## config.mk

```make
export PLATFORM = sky130hd
export DESIGN_NAME = fifo_multi_lane_no_rst_data
export DESIGN_NICKNAME = d
export VERILOG_FILES = /design/src/rtl/npu_common_pkg.sv /design/src/rtl/fifo_multi_lane_no_rst_data.sv
export SDC_FILE = /design/constraint.sdc
export NUM_CORES = 1
export LEC_CHECK = 0
export BUFFER_PORTS_ARGS = -buffer_cell sky130_fd_sc_hd__buf_2
export CAP_MARGIN = 20
export CORE_UTILIZATION = 45
export CTS_CLUSTER_DIAMETER = 40
export CTS_CLUSTER_SIZE = 40
export DETAILED_ROUTE_END_ITERATION = 12
export PLACE_DENSITY = 0.7
export SLEW_MARGIN = 20
export SYNTH_ARGS = -nofsm -noshare
export SYNTH_HDL_FRONTEND = slang
export SYNTH_SLANG_ARGS = --single-unit
```

## constraint.sdc

```tcl
create_clock -name i_clk -period 5.1 [get_ports i_clk]
set_input_delay 0.255 -clock i_clk [delete_from_list [all_inputs] [get_ports i_clk]]
set_output_delay 0.255 -clock i_clk [all_outputs]
set_load 0.005 [all_outputs]
```

## src/rtl/npu_common_pkg.sv

```systemverilog
// Shared helpers for the NPU FIFO family.
// Pointer arithmetic for storage depths that need not be a power of two.
package npu_common_pkg;

    // ptr + n is always below 2*depth, so one subtract is enough to wrap.
    function automatic int unsigned ptr_wrap_add(
        input int unsigned ptr,
        input int unsigned n,
        input int unsigned depth
    );
        int unsigned s;
        s = ptr + n;
        if (s >= depth)
            s = s - depth;
        return s;
    endfunction

endpackage

```

## src/rtl/fifo_multi_lane_no_rst_data.sv

```systemverilog
// Multi-lane FIFO: up to WR_LANES pushes and RD_LANES pops per cycle.
// Storage is not reset; pointers, occupancy and flags are.
module fifo_multi_lane_no_rst_data
    import npu_common_pkg::*;
#(
    parameter int WIDTH     = 8,
    parameter int DEPTH     = 8,
    parameter int WR_LANES  = 4,
    parameter int RD_LANES  = 2,
    parameter int AF_THRESH = DEPTH - WR_LANES,
    localparam int DEPTH_BIT = (DEPTH > 1) ? $clog2(DEPTH) : 1,
    localparam int OCP_BIT   = $clog2(DEPTH + 1),
    localparam int WN_BIT    = $clog2(WR_LANES + 1),
    localparam int RN_BIT    = $clog2(RD_LANES + 1)
) (
    input  logic                               i_clk,
    input  logic                               i_reset,
    input  logic                               i_flush,
    output logic                               o_input_ready,
    input  logic                               i_input_valid,
    input  logic [WN_BIT-1:0]                  i_input_num,
    input  logic [WR_LANES-1:0][WIDTH-1:0]     i_input_data,
    input  logic                               i_output_ready,
    output logic                               o_output_valid,
    output logic [RN_BIT-1:0]                  o_output_num,
    output logic [RD_LANES-1:0][WIDTH-1:0]     o_output_data,
    output logic [OCP_BIT-1:0]                 o_occupy,
    output logic                               o_almost_full
);

    localparam logic [OCP_BIT-1:0] FREE_LIM = OCP_BIT'(DEPTH - WR_LANES);
    localparam logic [OCP_BIT-1:0] AF_LIM   = OCP_BIT'(AF_THRESH);
    localparam logic [OCP_BIT-1:0] RD_OCP   = OCP_BIT'(RD_LANES);

    logic [WIDTH-1:0]     mem [DEPTH];
    logic [DEPTH_BIT-1:0] wr_ptr;
    logic [DEPTH_BIT-1:0] rd_ptr;
    logic [OCP_BIT-1:0]   occupy;

    logic                 wr_en;
    logic                 rd_en;
    logic [WN_BIT-1:0]    push_n;
    logic [RN_BIT-1:0]    pop_n;
    logic [OCP_BIT:0]     occ_sum;
    logic [DEPTH_BIT-1:0] wr_ptr_nxt;
    logic [DEPTH_BIT-1:0] rd_ptr_nxt;
    logic [DEPTH_BIT-1:0] wr_idx [WR_LANES];
    logic [DEPTH_BIT-1:0] rd_idx [RD_LANES];

    // Ready looks only at state so there is no path from i_input_num.
    assign o_input_ready  = (occupy <= FREE_LIM);
    assign o_output_valid = (occupy != '0);
    assign o_output_num   = (occupy >= RD_OCP) ? RN_BIT'(RD_LANES)
                                               : RN_BIT'(occupy);
    assign o_occupy       = occupy;
    assign o_almost_full  = (occupy >= AF_LIM);

    assign wr_en  = i_input_valid & o_input_ready;
    assign rd_en  = i_output_ready & o_output_valid;
    assign push_n = wr_en ? i_input_num : '0;
    assign pop_n  = rd_en ? o_output_num : '0;

    assign occ_sum = {1'b0, occupy}
                   + (OCP_BIT + 1)'(push_n)
                   - (OCP_BIT + 1)'(pop_n);

    assign wr_ptr_nxt = DEPTH_BIT'(ptr_wrap_add(32'(wr_ptr), 32'(push_n), DEPTH));
    assign rd_ptr_nxt = DEPTH_BIT'(ptr_wrap_add(32'(rd_ptr), 32'(pop_n), DEPTH));

    for (genvar g = 0; g < WR_LANES; g++) begin : g_wr_lane
        assign wr_idx[g] = DEPTH_BIT'(ptr_wrap_add(32'(wr_ptr), g, DEPTH));
    end

    for (genvar g = 0; g < RD_LANES; g++) begin : g_rd_lane
        assign rd_idx[g]        = DEPTH_BIT'(ptr_wrap_add(32'(rd_ptr), g, DEPTH));
        assign o_output_data[g] = mem[rd_idx[g]];
    end

    always_ff @(posedge i_clk) begin
        for (int k = 0; k < WR_LANES; k++) begin
            if (wr_en && !i_flush && (WN_BIT'(k) < i_input_num))
                mem[wr_idx[k]] <= i_input_data[k];
        end
    end

    always_ff @(posedge i_clk or negedge i_reset) begin
        if (!i_reset) begin
            wr_ptr <= '0;
            rd_ptr <= '0;
            occupy <= '0;
        end else if (i_flush) begin
            wr_ptr <= '0;
            rd_ptr <= '0;
            occupy <= '0;
        end else begin
            wr_ptr <= wr_ptr_nxt;
            rd_ptr <= rd_ptr_nxt;
            occupy <= OCP_BIT'(occ_sum);
        end
    end

endmodule

```

Word level (Yosys, flattened, before mapping)
Memories as Yosys holds them, arrays and structs flattened.
Cells that the tools add are included.
{"block": "classes", "bitwise_logic": 2, "n_reduce_logical": 7, "muxes": 22, "addsub": 16, "n_lt_le_gt_ge": 15}
{"cell": "3-bit 2-to-1 mux", "n": 11}
{"cell": "4-bit greater-or-equal comparator (second input constant)", "n": 6}
{"cell": "3-bit by 1-bit subtractor with 3-bit output (second input constant)", "n": 8}
{"cell": "3-bit by 1-bit adder with 4-bit output (second input constant)", "n": 2}
{"cell": "3-bit by 2-bit adder with 4-bit output (second input constant)", "n": 2}
{"cell": "3-bit by 4-bit greater-or-equal comparator with 1-bit output (second input constant)", "n": 2}
{"cell": "1-bit 2-to-1 mux", "n": 8}
{"cell": "1-bit by 3-bit less-than comparator with 1-bit output (first input constant)", "n": 2}
{"cell": "2-bit by 3-bit less-than comparator with 1-bit output (first input constant)", "n": 2}
{"cell": "1-bit logical AND", "n": 5}
{"cell": "3-bit by 2-bit adder with 4-bit output", "n": 1}
{"cell": "3-bit by 3-bit adder with 4-bit output", "n": 1}
{"cell": "4-bit by 3-bit adder with 4-bit output", "n": 1}
{"cell": "4-bit by 2-bit greater-or-equal comparator with 1-bit output (second input constant)", "n": 1}
{"cell": "4-bit by 3-bit greater-or-equal comparator with 1-bit output (second input constant)", "n": 1}
{"cell": "4-bit by 3-bit less-or-equal comparator with 1-bit output (second input constant)", "n": 1}
{"cell": "2-bit 2-to-1 mux", "n": 2}
{"cell": "4-bit 2-to-1 mux", "n": 1}
{"cell": "4-bit nonzero test", "n": 1}
{"cell": "4-bit by 2-bit subtractor with 4-bit output", "n": 1}
{"cell": "1-bit AND", "n": 2}
{"cell": "1-bit logical NOT", "n": 1}
{"block": "totals", "word_cells": 66, "inputBits": 40, "ram_bits": 64, "out_inout_bits": 25, "reg_bits": 10, "memories": 1}
{"name": "mem", "words": 8, "word_bits": 8, "rd": 2, "rd_clocked_by_memory_dff": 0, "write_ports": 4, "line_no": "fifo_multi_lane_no_rst_data.sv:35", "source": "logic [WIDTH-1:0] mem [DEPTH];"}

Depth between registers and ports, before layout
{"block": "depth", "ltp_word": 7, "depth_mapped": 12}

Least setup slack after synthesis
OpenSTA, ideal clock, no wires.
{"block": "synth_timing", "path_type": "reg-to-reg", "start": "register wr_ptr[0]", "end": "memory mem[3][0] (enable)", "path_stages_with_launch": 7, "slack_ns": 2.567, "required_ns": 4.725, "arrival_time_ns": 2.158, "path_buffers": 0, "period_less_slack_ns": 2.533, "cell_sequence": "dfrtp_1 inv_1 ha_1 nor2b_1 nand3_1 a31oi_2 o21bai_1"}
{"item": "start: declaration", "line_no": "fifo_multi_lane_no_rst_data.sv:36", "source": "logic [DEPTH_BIT-1:0] wr_ptr;"}
{"item": "start signal: assignment", "line_no": "fifo_multi_lane_no_rst_data.sv:96", "source": "wr_ptr <= wr_ptr_nxt;"}
{"item": "end: declaration", "line_no": "fifo_multi_lane_no_rst_data.sv:35"}

==> metrics <==
max_slew headroom=39.9%; synthesized netlist cell count=578; CTS tree=built; top achievable clock speed=283 MHz; Clk Latency, worst-skew pair=between 300 and 400 ps; Die Wd=~120 um; area added between synthesis and finish=9.04%; number of nets in the layout=about 640; Sink Count=74; Post-Synth Simple-Gate Area=12.9%; die extent in y=118 um; startpoint-to-endpoint class of the critical path=reg2reg; Max rail drop VDD=between 200 and 250 uV; Hold Path Class=in2reg; period utilization=69.3%; Yosys warning total=0; starting density of the core=47.0%; DR vias/cell=6.94; number of rows in the core area=41; final number of max-transition violations=0; Layout Skew=8.88 ps; Bufs on Longest Clock Path=2; clock transition at the registers of the reported paths=60 ps; count of different cell masters after synthesis=54; part of the Yosys area used for sequential elements=between 30% and 40%; switching share of power=37.6%; crit path capture type=register; Post-Layout Cell Count=roughly 770; DRT iter0 DRCs=846; I/O pin total=65; total negative slack for setup checks=0 ps; drt pass-1 iters=5; full die area=13900 um2; overall power after layout=~2.6 mW; unrepaired setup endpoints after global routing=false; main combinational cell family by area after synthesis=compound AO/OA/AOI/OAI gates; Cell Pwr Density=392 nW/um2; Worst EP arrival=3500 ps; cell area after synthesis=6050 um2; global-route wire length before repair=approximately 31000 um; result of the run=finished clean; NetSw=0.973 mW; WP data required=5070 ps; final number of hold-violating endpoints=0; number of global-route vias before repair=5121; number of synthesized register bits=74; xor/xnor cell area share of the yosys netlist=about 1.6%; clock buffer count from CTS=9; Post CTS Setup Buffer Count=0; placeable core region=12900 um2; top flip-flop cell by instance count after synthesis=edfxtp_1; number of DRC violations after detailed routing=0; cell leakage power=2.26 nW; transition time at the pin with the least slew margin=between 800 and 900 ps; Synth async-reset ratio=13.5%; HPWL after detailed placement=14800 um; adder-cell share of the synthesized area=3.39%; global-route usage over all layers=between 30 and 40%; # H-tree levels=3; grt total ovfl=0; Syn Nets=about 630; number of buffer cells added on primary ports=between 60 and 70; setup violation total in the final timing report=0; Critical Path, Cell by Cell=inv_1, ha_1, nor2_1, nand3_1, a31oi_2, o21bai_1; number of gates given a new drive strength after cts=0; combinational fraction of design power=45.6%; maximum fanout along the worst path=19; crit path time final=3530 ps; part of the power in registers=32.4%; proportion of power drawn by the clock network=22.0%; cell count after placement=749; count of antenna diodes in the layout=0; cell-internal power=1.62 mW; root buf cell=clkbuf_16; initial antenna violation count=1; Slowest cell on crit path=dfrtp_1; Post-synth EDFFs=64; fraction of layout cells with a size suffix above 1=between 30 and 40%; Worst setup SP type=register; largest incremental delay on the critical path=720 ps; Detailed Route WL=20600 um; global placement routability congestion=0.951; mean instance size in the synthesized netlist=10.5 um2; compound-cell area share of the yosys netlist=21.1%; Wirelength per Cell=26.9 um; ANT nets after route=0; DR vias=5317; pin count of the biggest net entering global routing=38; portion of netlist area occupied by mux cells=18.9%; commonest cells after routing, fill and taps aside=buf_2 (64), edfxtp_1 (64), nor2_1 (50); max cap viols=0
==> layer usage <==
metal,vias up,wire (um),GRT usage [%],part of all wire (%)
met3,65,2490,9.16,12
met2,394,9180,45.7,45
li1,2275,-,-,-
met1,2581,8070,40.4,39
met5,-,13,0,0.063
met4,2,856,15.1,4.2
==> kinds of logic (layout without fill, tap and decap cells) <==
kind of cell / Yosys count / in the layout
buffers and inverters: 86 / 102
XOR/XNOR: 11 / 11
multiplexers: 72 / 72
flip-flops: 74 / 74
adder cells (fa/ha/maj): 14 / 14
AND/OR/NAND/NOR: 163 / 163
AO/OA/AOI/OAI: 158 / 158
==> final cells by class <==
cell class / count / area [um2]
fill: 1150 / 6280
multi-input combinational: 418 / 3520
sequential: 74 / 2170
timing repair buffer: 70 / 368
clock buffer: 12 / 236
tap: 172 / 215
inverter: 16 / 60.1
clock inverter: 4 / 18.8
==> through the flow <==
stage / hold WS [ps] / instance area (um2) / util, % / worst slack [ps]
5_1_grt: 256 / 6590 / 51.2 / 1320
3_3_place_gp: 129 / 6320 / 49.1 / 1740
3_5_place_dp: 131 / 6320 / 49.1 / 1700
6_report: 228 / 6590 / 51.2 / 1570
4_1_cts: 225 / 6590 / 51.2 / 1660
2_1_floorplan: -40.6 / 6050 / - / 2570
==> final timing paths <==
kind                              from     endpoint  slack, ps  cells after the start
setup reg to reg             wr_ptr[0]    mem[1][2]       1570                      6
setup / recovery             wr_ptr[0]    mem[1][2]       1570                      6
hold reg to reg            o_occupy[3]  o_occupy[3]        720                      3
min in group asynchronous      i_reset    wr_ptr[0]        290                      2
hold / removal                 i_flush    wr_ptr[2]        230                      2
max in group asynchronous      i_reset    rd_ptr[0]       4610                      2
==> registers in the layout, summed over array words and instances, names as in the netlist <==
| register | flops |
|---|---|
| o_occupy | 4 |
| mem | 64 |
| rd_ptr | 3 |
| wr_ptr | 3 |
==> cells in the mapped netlist, types with 9 or more instances <==
master,instances,area [um2]
a21oi_1,12,60.1
buf_1,10,37.5
buf_2,16,80.1
clkbuf_1,38,143
dfrtp_1,10,250
edfxtp_1,64,1920
ha_1,10,125
inv_1,16,60.1
mux2_2,16,180
mux2i_1,24,240
mux4_2,32,721
nand2_1,40,150
nand3_1,18,90.1
nor2_1,51,191
o21a_1,9,67.6
o21ai_0,10,50.1
o221a_2,23,259
o22a_1,11,96.3
o22ai_1,47,294
==> power groups by stage <==
| stage | Combinational [mW] | Clock (mW) | Sequential, mW |
|---|---|---|---|
| 2_1_floorplan | 0.861 | 0 | 0.807 |
| 3_3_place_gp | 1.14 | 0 | 0.843 |
| 3_5_place_dp | 1.17 | 0 | 0.848 |
| 4_1_cts | 1.18 | 0.571 | 0.837 |
| 5_1_grt | 1.28 | 0.590 | 0.848 |
| 6_report | 1.18 | 0.570 | 0.839 |
==> critical path, delay by kind of cell, from the launching register on <==
| kind | cells | cell delay [ps] |
|---|---|---|
| compound gates | 2 | 1040 |
| fa+ha+maj | 1 | 460 |
| buf+inv | 1 | 260 |
| flops | 1 | 720 |
| simple gates | 2 | 670 |
==> timing repair <==
| action | 4_1_cts | 5_1_grt |
|---|---|---|
| hold endpoints to repair | 10 | 0 |
| setup endpoints to repair | 0 | 0 |
| hold buffers | 1 | 0 |
No activity file was read; power rests on OpenSTA's default activity.
